==> src/rtl/trace_fifo.sv <==
// Synchronous write-trace FIFO; head is visible the cycle after a push, popped on pop_vld && pop_rdy.
// A push is accepted when not full, or when full and popping in the same cycle; clr empties it.
module trace_fifo #(
    parameter int W     = 58,
    parameter int DEPTH = 8
) (
    input  logic         clock,
    input  logic         reset_n,
    input  logic         clr,
    input  logic         push_vld,
    input  logic [W-1:0] push_dat,
    input  logic         pop_rdy,
    output logic         pop_vld,
    output logic [W-1:0] pop_dat,
    output logic         full
);
    localparam int AW = $clog2(DEPTH);

    logic [AW:0]  wr_q, wr_d, rd_q, rd_d;
    logic [W-1:0] mem_q [DEPTH];
    logic         empty, push_ok, pop_ok;

    // Extra pointer MSB separates full from empty when the indices coincide.
    assign empty   = (wr_q == rd_q);
    assign full    = (wr_q[AW] != rd_q[AW]) && (wr_q[AW-1:0] == rd_q[AW-1:0]);
    assign pop_vld = !empty;
    assign pop_dat = mem_q[rd_q[AW-1:0]];
    assign pop_ok  = pop_vld && pop_rdy;
    assign push_ok = push_vld && (!full || pop_ok);

    always_comb begin
        wr_d = wr_q;
        rd_d = rd_q;
        if (clr) begin
            wr_d = '0;
            rd_d = '0;
        end else begin
            if (push_ok) wr_d = wr_q + (AW+1)'(1);
            if (pop_ok)  rd_d = rd_q + (AW+1)'(1);
        end
    end

    always_ff @(posedge clock) begin
        if (!reset_n) begin
            wr_q <= '0;
            rd_q <= '0;
        end else begin
            wr_q <= wr_d;
            rd_q <= rd_d;
        end
    end

    always_ff @(posedge clock) begin
        if (push_ok && !clr) mem_q[wr_q[AW-1:0]] <= push_dat;
    end

endmodule

==> config.mk <==
export PLATFORM = sky130hd
export DESIGN_NAME = trace_fifo
export DESIGN_NICKNAME = d
export VERILOG_FILES = /design/src/rtl/trace_fifo.sv
export SDC_FILE = /design/constraint.sdc
export NUM_CORES = 1
export LEC_CHECK = 0
export BUFFER_PORTS_ARGS = -buffer_cell sky130_fd_sc_hd__buf_2
export CORE_ASPECT_RATIO = 1.2
export CORE_MARGIN = 2
export CORE_UTILIZATION = 30
export DETAILED_ROUTE_END_ITERATION = 10
export PLACE_DENSITY_LB_ADDON = 0.08
export SKIP_CTS_REPAIR_TIMING = 1
export SYNTH_ARGS = -nofsm -noshare
export SYNTH_HDL_FRONTEND = slang
export SYNTH_SLANG_ARGS = --single-unit
export TNS_END_PERCENT = 100
==> constraint.sdc <==
create_clock -name clock -period 22.6 [get_ports clock]
set_input_delay 1.13 -clock clock [delete_from_list [all_inputs] [get_ports clock]]
set_output_delay 1.13 -clock clock [all_outputs]
set_load 0.005 [all_outputs]
==> metrics.cfg, run 1 <==
[status]
outcome = finished clean

[detailed_routing]
dr.pass1.iters = 4
ant_nets = 0
viasPerCell = 4.630
drc_errors = 0
wl_per_cell_um = 23.47
dr.first_iter.drc_count = 378
finalWirelength_um = 40890
num_vias = 8066

[timing]
timing.final.ws_setup_ps = 18050
hold_viol = 0
fin_tns_setup_ps = 0
setup_viol = 0
hold_ws_ps = 542.2
slew_viol_final = 0
slew_headroom_pct = 28.69
finalCritPeriodShare_pct = 20.11
worstMarginPinSlew_ps = 1070
fin_skew_ps = 18.01
fmax_mhz = 220.0
period_needed_ps = 4545
rsz0062_at_grt = false

[logic_synthesis]
yosys_warnings = 0
synthDistinctLibCells = 35
netlist.area_leader.share_pct = 76.99
synthFlopType = edfxtp_1
synthTopCellsByCount = edfxtp_1, mux4_2, mux2_2
synth_most_common_cell = edfxtp_1
synth_enable_flop_cells = 464
syn-cell-area_um2 = 18100
synthArstFlopShare_pct = 0
syn_nets = 821
ys_ff_latch = 475
synth_seq_area_share_pct = 78.21
yosysTopAreaCell = edfxtp_1
synth_cells = 756
synthTopCellsByArea = edfxtp_1, mux4_2, mux2_2
avgSynthCellArea_um2 = 23.94

[worst_setup_path]
critPathRequiredTime_ps = 21470
cp-end-kind = output port
cp.arrival_ps = 3420
crit_buf_inv = 2
critPathTopFamily = flip-flops
crit_type = flop to output port
crit_path_max_fanout = 63
cp_slowest_cell = dfxtp_4
critical_path.startpoint_type = flop
max_stage_delay_ps = 1040
cp_cell_sequence = buf_4, mux4_2, mux2_2, buf_2

[die]
io_pins = 123
initial_core_util_pct = 30.37
fp.dieW_um = 228.2
die_area_um2 = 62310
core_um2 = 59590
die_h_um = 273.1
num_rows = 98

[grt]
grt_pass1_wl_um = 60060
grt_pass1_vias = 9048
grt_usage_pct = 13.21
grt_start_max_net_pins = 64
antenna_found_initial = 5
grt_overflow = 0

[place]
hpwl_um = 20720
io_buffers = 122
routabilityCongestion = 0.6632
dpl.cell_count = 1658
dp_slack_ps = 18510
place_area_um2 = 19680

[cts]
cts_tree = yes
cts_root_buf = clkbuf_16
clk_pin_slew_worst_paths_ps = 60
cts_buffers = 49
cts_sinks = 475
insertion_delay_ps = 570
clock_path_buffers = 3
cts_max_level = 2

[cells_and_area]
synthToLayoutAreaGrowth_pct = 16.63
fin_cells = 1742
nNetsFinal = 974
n_fill_cell = 5589
drive_gt1_share_pct = 41.23
seq_area_um2 = 14160
multi_input_area_um2 = 3737
fin_util_pct = 35.42
fin_area_um2 = 21110

[hold_path]
hp-class = flop to flop

[pwr]
power.static_leakage_nw = 6.467
power.density_nw_per_um2 = 84.51
vdd_ir_drop_max_v = 0.00004855
fin_total_pwr_mw = 1.784

[run]
drv_cap = 0

-- worst min-delay path, stage by stage, from the launching register on --
cell and delay, ps:
dfxtp_1 350, nand2_1 70, a21oi_1 70
-- layout make-up --
type                    instances  share of cell area (%)
flip-flops and latches        475                   67.11
multi-input cells             237                   17.71
clock buffers                  61                   6.023
well taps                     800                   4.742
repair buffers                142                   3.604
clock inverters                22                  0.7291
inverters                       4                 0.07114
diodes                          1                 0.01186
-- state kept, by name, summed over array words and instances, names as in the netlist, named ones only --
register / flops
mem_q: 464
rd_q: 4
wr_q: 4
-- path summary, 6_finish.rpt --
path / startpoint / end / slack, ps / cells after the start
min: rd_q[1] / flop / 540 / 2
max: flop / pop_dat[53] / 18050 / 4
min reg2reg: rd_q[1] / flop / 540 / 2
max reg2reg: wr_q[1] / mem_q[0][40] / 19540 / 6
-- cell usage in the layout (no fill, tap or decap), drive strengths merged, types with 3 or more instances in the layout --
cell type  instances
buf              142
mux2              58
nand2b             4
nand3              4
nor4              11
mux4             116
nand2              4
o211ai             5
inv                3
clkbuf            61
a21oi              3
xnor2              4
edfxtp           464
dfxtp             11
nand4              3
clkinv            19
-- layer usage --
metal	global-route usage (%)	routed length (µm)	vias up
met2	23.07	20640	131
met4	3.371	772	8
li1	-	-	3526
met5	0	47	-
met3	3.245	1804	60
met1	16.46	17620	4341
-- report_power, final --
| part | switching, mW | leakage, nW | internal, mW |
|---|---|---|---|
| registers | 0.00390 | 4.28 | 0.976 |
| logic | 0.0345 | 1.49 | 0.0283 |
| clock network | 0.323 | 0.689 | 0.418 |
| total | 0.362 | 6.47 | 1.42 |
-- cells by family (layout without fill, tap and decap cells) --
logic type	after synthesis	in the layout	share of synthesized area [%]
xor+xnor	6	6	0.2904
simple gates	39	39	1.272
flops	475	475	78.21
mux	176	176	18.16
fa+ha+maj	2	2	0.1383
compound gates	14	14	0.5185
buf+inv	44	229	1.417
other cells	0	1	0
(Power assumes the default switching activity.)
==> run 2, diff against run 1 <==
==> constraint.sdc (replaced) <==
create_clock -name clock -period 4.7 [get_ports clock]
set_input_delay 0.235 -clock clock [delete_from_list [all_inputs] [get_ports clock]]
set_output_delay 0.235 -clock clock [all_outputs]
set_load 0.005 [all_outputs]
==> run 2 against run 1 <==
Routed wire length decreased by 1.8%. Combinational power rose to 5.6 times the previous value. Sequential power rose to 4.8 times the previous value. Critical endpoint is now pop_dat[33]. Highest routed layer is now met4.
==> metrics.cfg, run 2 (synthesized netlist as in run 1, its figures left out) <==
[cts]
cts_sinks = 475  ; unchanged
clock_path_buffers = 3  ; unchanged
cts_root_buf = clkbuf_16
insertion_delay_ps = 580  ; about the same
clk_pin_slew_worst_paths_ps = 70  ; about the same
cts_max_level = 2  ; unchanged
cts_buffers = 50  ; +2.0%
cts_tree = yes

[worst_setup_path]
cp_slowest_cell = dfxtp_4
critical_path.startpoint_type = flop
crit_type = flop to output port
max_stage_delay_ps = 910  ; -130 ps
cp_cell_sequence = buf_12, mux4_2, mux2_2, buf_2
crit_path_max_fanout = 41  ; -35%
crit_buf_inv = 2  ; unchanged
cp.arrival_ps = 2950  ; -470 ps
critPathRequiredTime_ps = 4470  ; -17000 ps
cp-end-kind = output port
critPathTopFamily = flip-flops

[detailed_routing]
viasPerCell = 4.609  ; -0.46%
wl_per_cell_um = 22.15  ; -5.6%
finalWirelength_um = 40150  ; -1.8%
drc_errors = 0  ; unchanged
ant_nets = 0  ; unchanged
dr.first_iter.drc_count = 503  ; +33%
dr.pass1.iters = 4  ; unchanged
num_vias = 8356  ; +3.6%

[cells_and_area]
nNetsFinal = 1035  ; +6.3%
largest_reg_flops = 464  ; unchanged
fin_util_pct = 37.03  ; +1.6 points
final_common_cell = edfxtp_1
synthToLayoutAreaGrowth_pct = 21.92
drive_gt1_share_pct = 39.92  ; -1.3 points
final_cell_mix = edfxtp_1, buf_2, mux4_2

[status]
outcome = finished clean

[timing]
setup_viol = 0  ; unchanged
slew_headroom_pct = 30.60  ; +1.9 points
fin_skew_ps = 16.43  ; -1.581 ps
slew_viol_final = 0  ; unchanged
finalCritPeriodShare_pct = 67.83
hold_viol = 0  ; unchanged
period_needed_ps = 3188
timing.final.ws_setup_ps = 1512  ; -16540 ps
rsz0062_at_grt = false
worstMarginPinSlew_ps = 1041  ; -28.65 ps
fmax_mhz = 313.7

[place]
routabilityCongestion = 0.6929  ; +4.5%
io_buffers = 122  ; unchanged
dp_slack_ps = 1918  ; -16590 ps
hpwl_um = 21120  ; +1.9%

[die]
fp.dieW_um = 228.2  ; unchanged
die_area_um2 = 62310  ; unchanged
core_um2 = 59590  ; unchanged
die_h_um = 273.1  ; unchanged
io_pins = 123  ; unchanged
num_rows = 98  ; unchanged
initial_core_util_pct = 30.37  ; unchanged

[grt]
antenna_found_initial = 1  ; -4
grt_start_max_net_pins = 67  ; +4.7%
grt_overflow = 0  ; unchanged
grt_usage_pct = 12.93  ; -0.27 points
grt_pass1_vias = 8946  ; -1.1%
grt_pass1_wl_um = 59480  ; -0.95%

[pwr]
power.static_leakage_nw = 6.858  ; +6.0%
vdd_ir_drop_max_v = 0.0002375  ; +390%
power.density_nw_per_um2 = 410.9  ; +390%

[hold_path]
hp-class = input pin to flop

[run]
drv_cap = 0  ; unchanged

## run 2: cell count changes in the layout (fill, tap and decap cells not counted), sizes merged
cell         before  now
dlygate4sd3       0   60
clkinvlp          2    3
clkbuf           61   67
clkinv           19   20
bufinv            2    5
## run 2: worst paths after layout
check | start | end | slack [ps] | depth (start not counted)
setup / recovery | flop | pop_dat[33] | 1510 | 4
hold / removal | reset_n | wr_q[1] | 210 | 4
setup reg to reg | wr_q[1] | mem_q[3][8] | 1940 | 5
hold reg to reg | rd_q[3] | rd_q[3] | 530 | 2
## run 2: power breakdown
part	total [mW]	switching (mW)	internal, mW
clock network	4.00	1.61	2.39
registers	4.71	0.0195	4.69
logic	0.353	0.180	0.172
total	9.07	1.81	7.25
## run 2: worst register-to-register path, cell delays in order, from the launching register on
cell and delay [ps]:
dfxtp_1 500, xnor2_1 150, and4_1 300, and2_4 280
nor4_4 250, buf_4 810
## run 2: cell type report
class | count | area, µm²
clock inverter | 27 | 256.5
timing repair buffer | 202 | 1399
sequential | 475 | 14160
multi-input combinational | 237 | 3807
fill | 5525 | 37530
inverter | 4 | 15.01
clock buffer | 67 | 1419
tap | 800 | 1001
antenna | 1 | 2.502
## run 2: layer usage
metal / up-vias / wire (µm) / track usage (%)
met3: 54 / 1728 / 2.995
met5: - / 0 / 0
met2: 145 / 20470 / 22.26
met4: 0 / 714 / 3.526
met1: 4496 / 17230 / 16.44
li1: 3661 / - / -
## run 2: through the flow
step	instance area, µm²	TNS (ps)	power (mW)	hold WS, ps	instances
2_1_floorplan	18150	-104130	4.961	333.9	756
3_3_place_gp	19790	0	5.125	512.9	1658
3_5_place_dp	19790	0	5.128	519.5	1658
4_1_cts	21460	0	9.188	-114.9	1752
5_1_grt	22060	0	9.414	225.7	1813
6_report	22060	0	9.067	212.1	1813
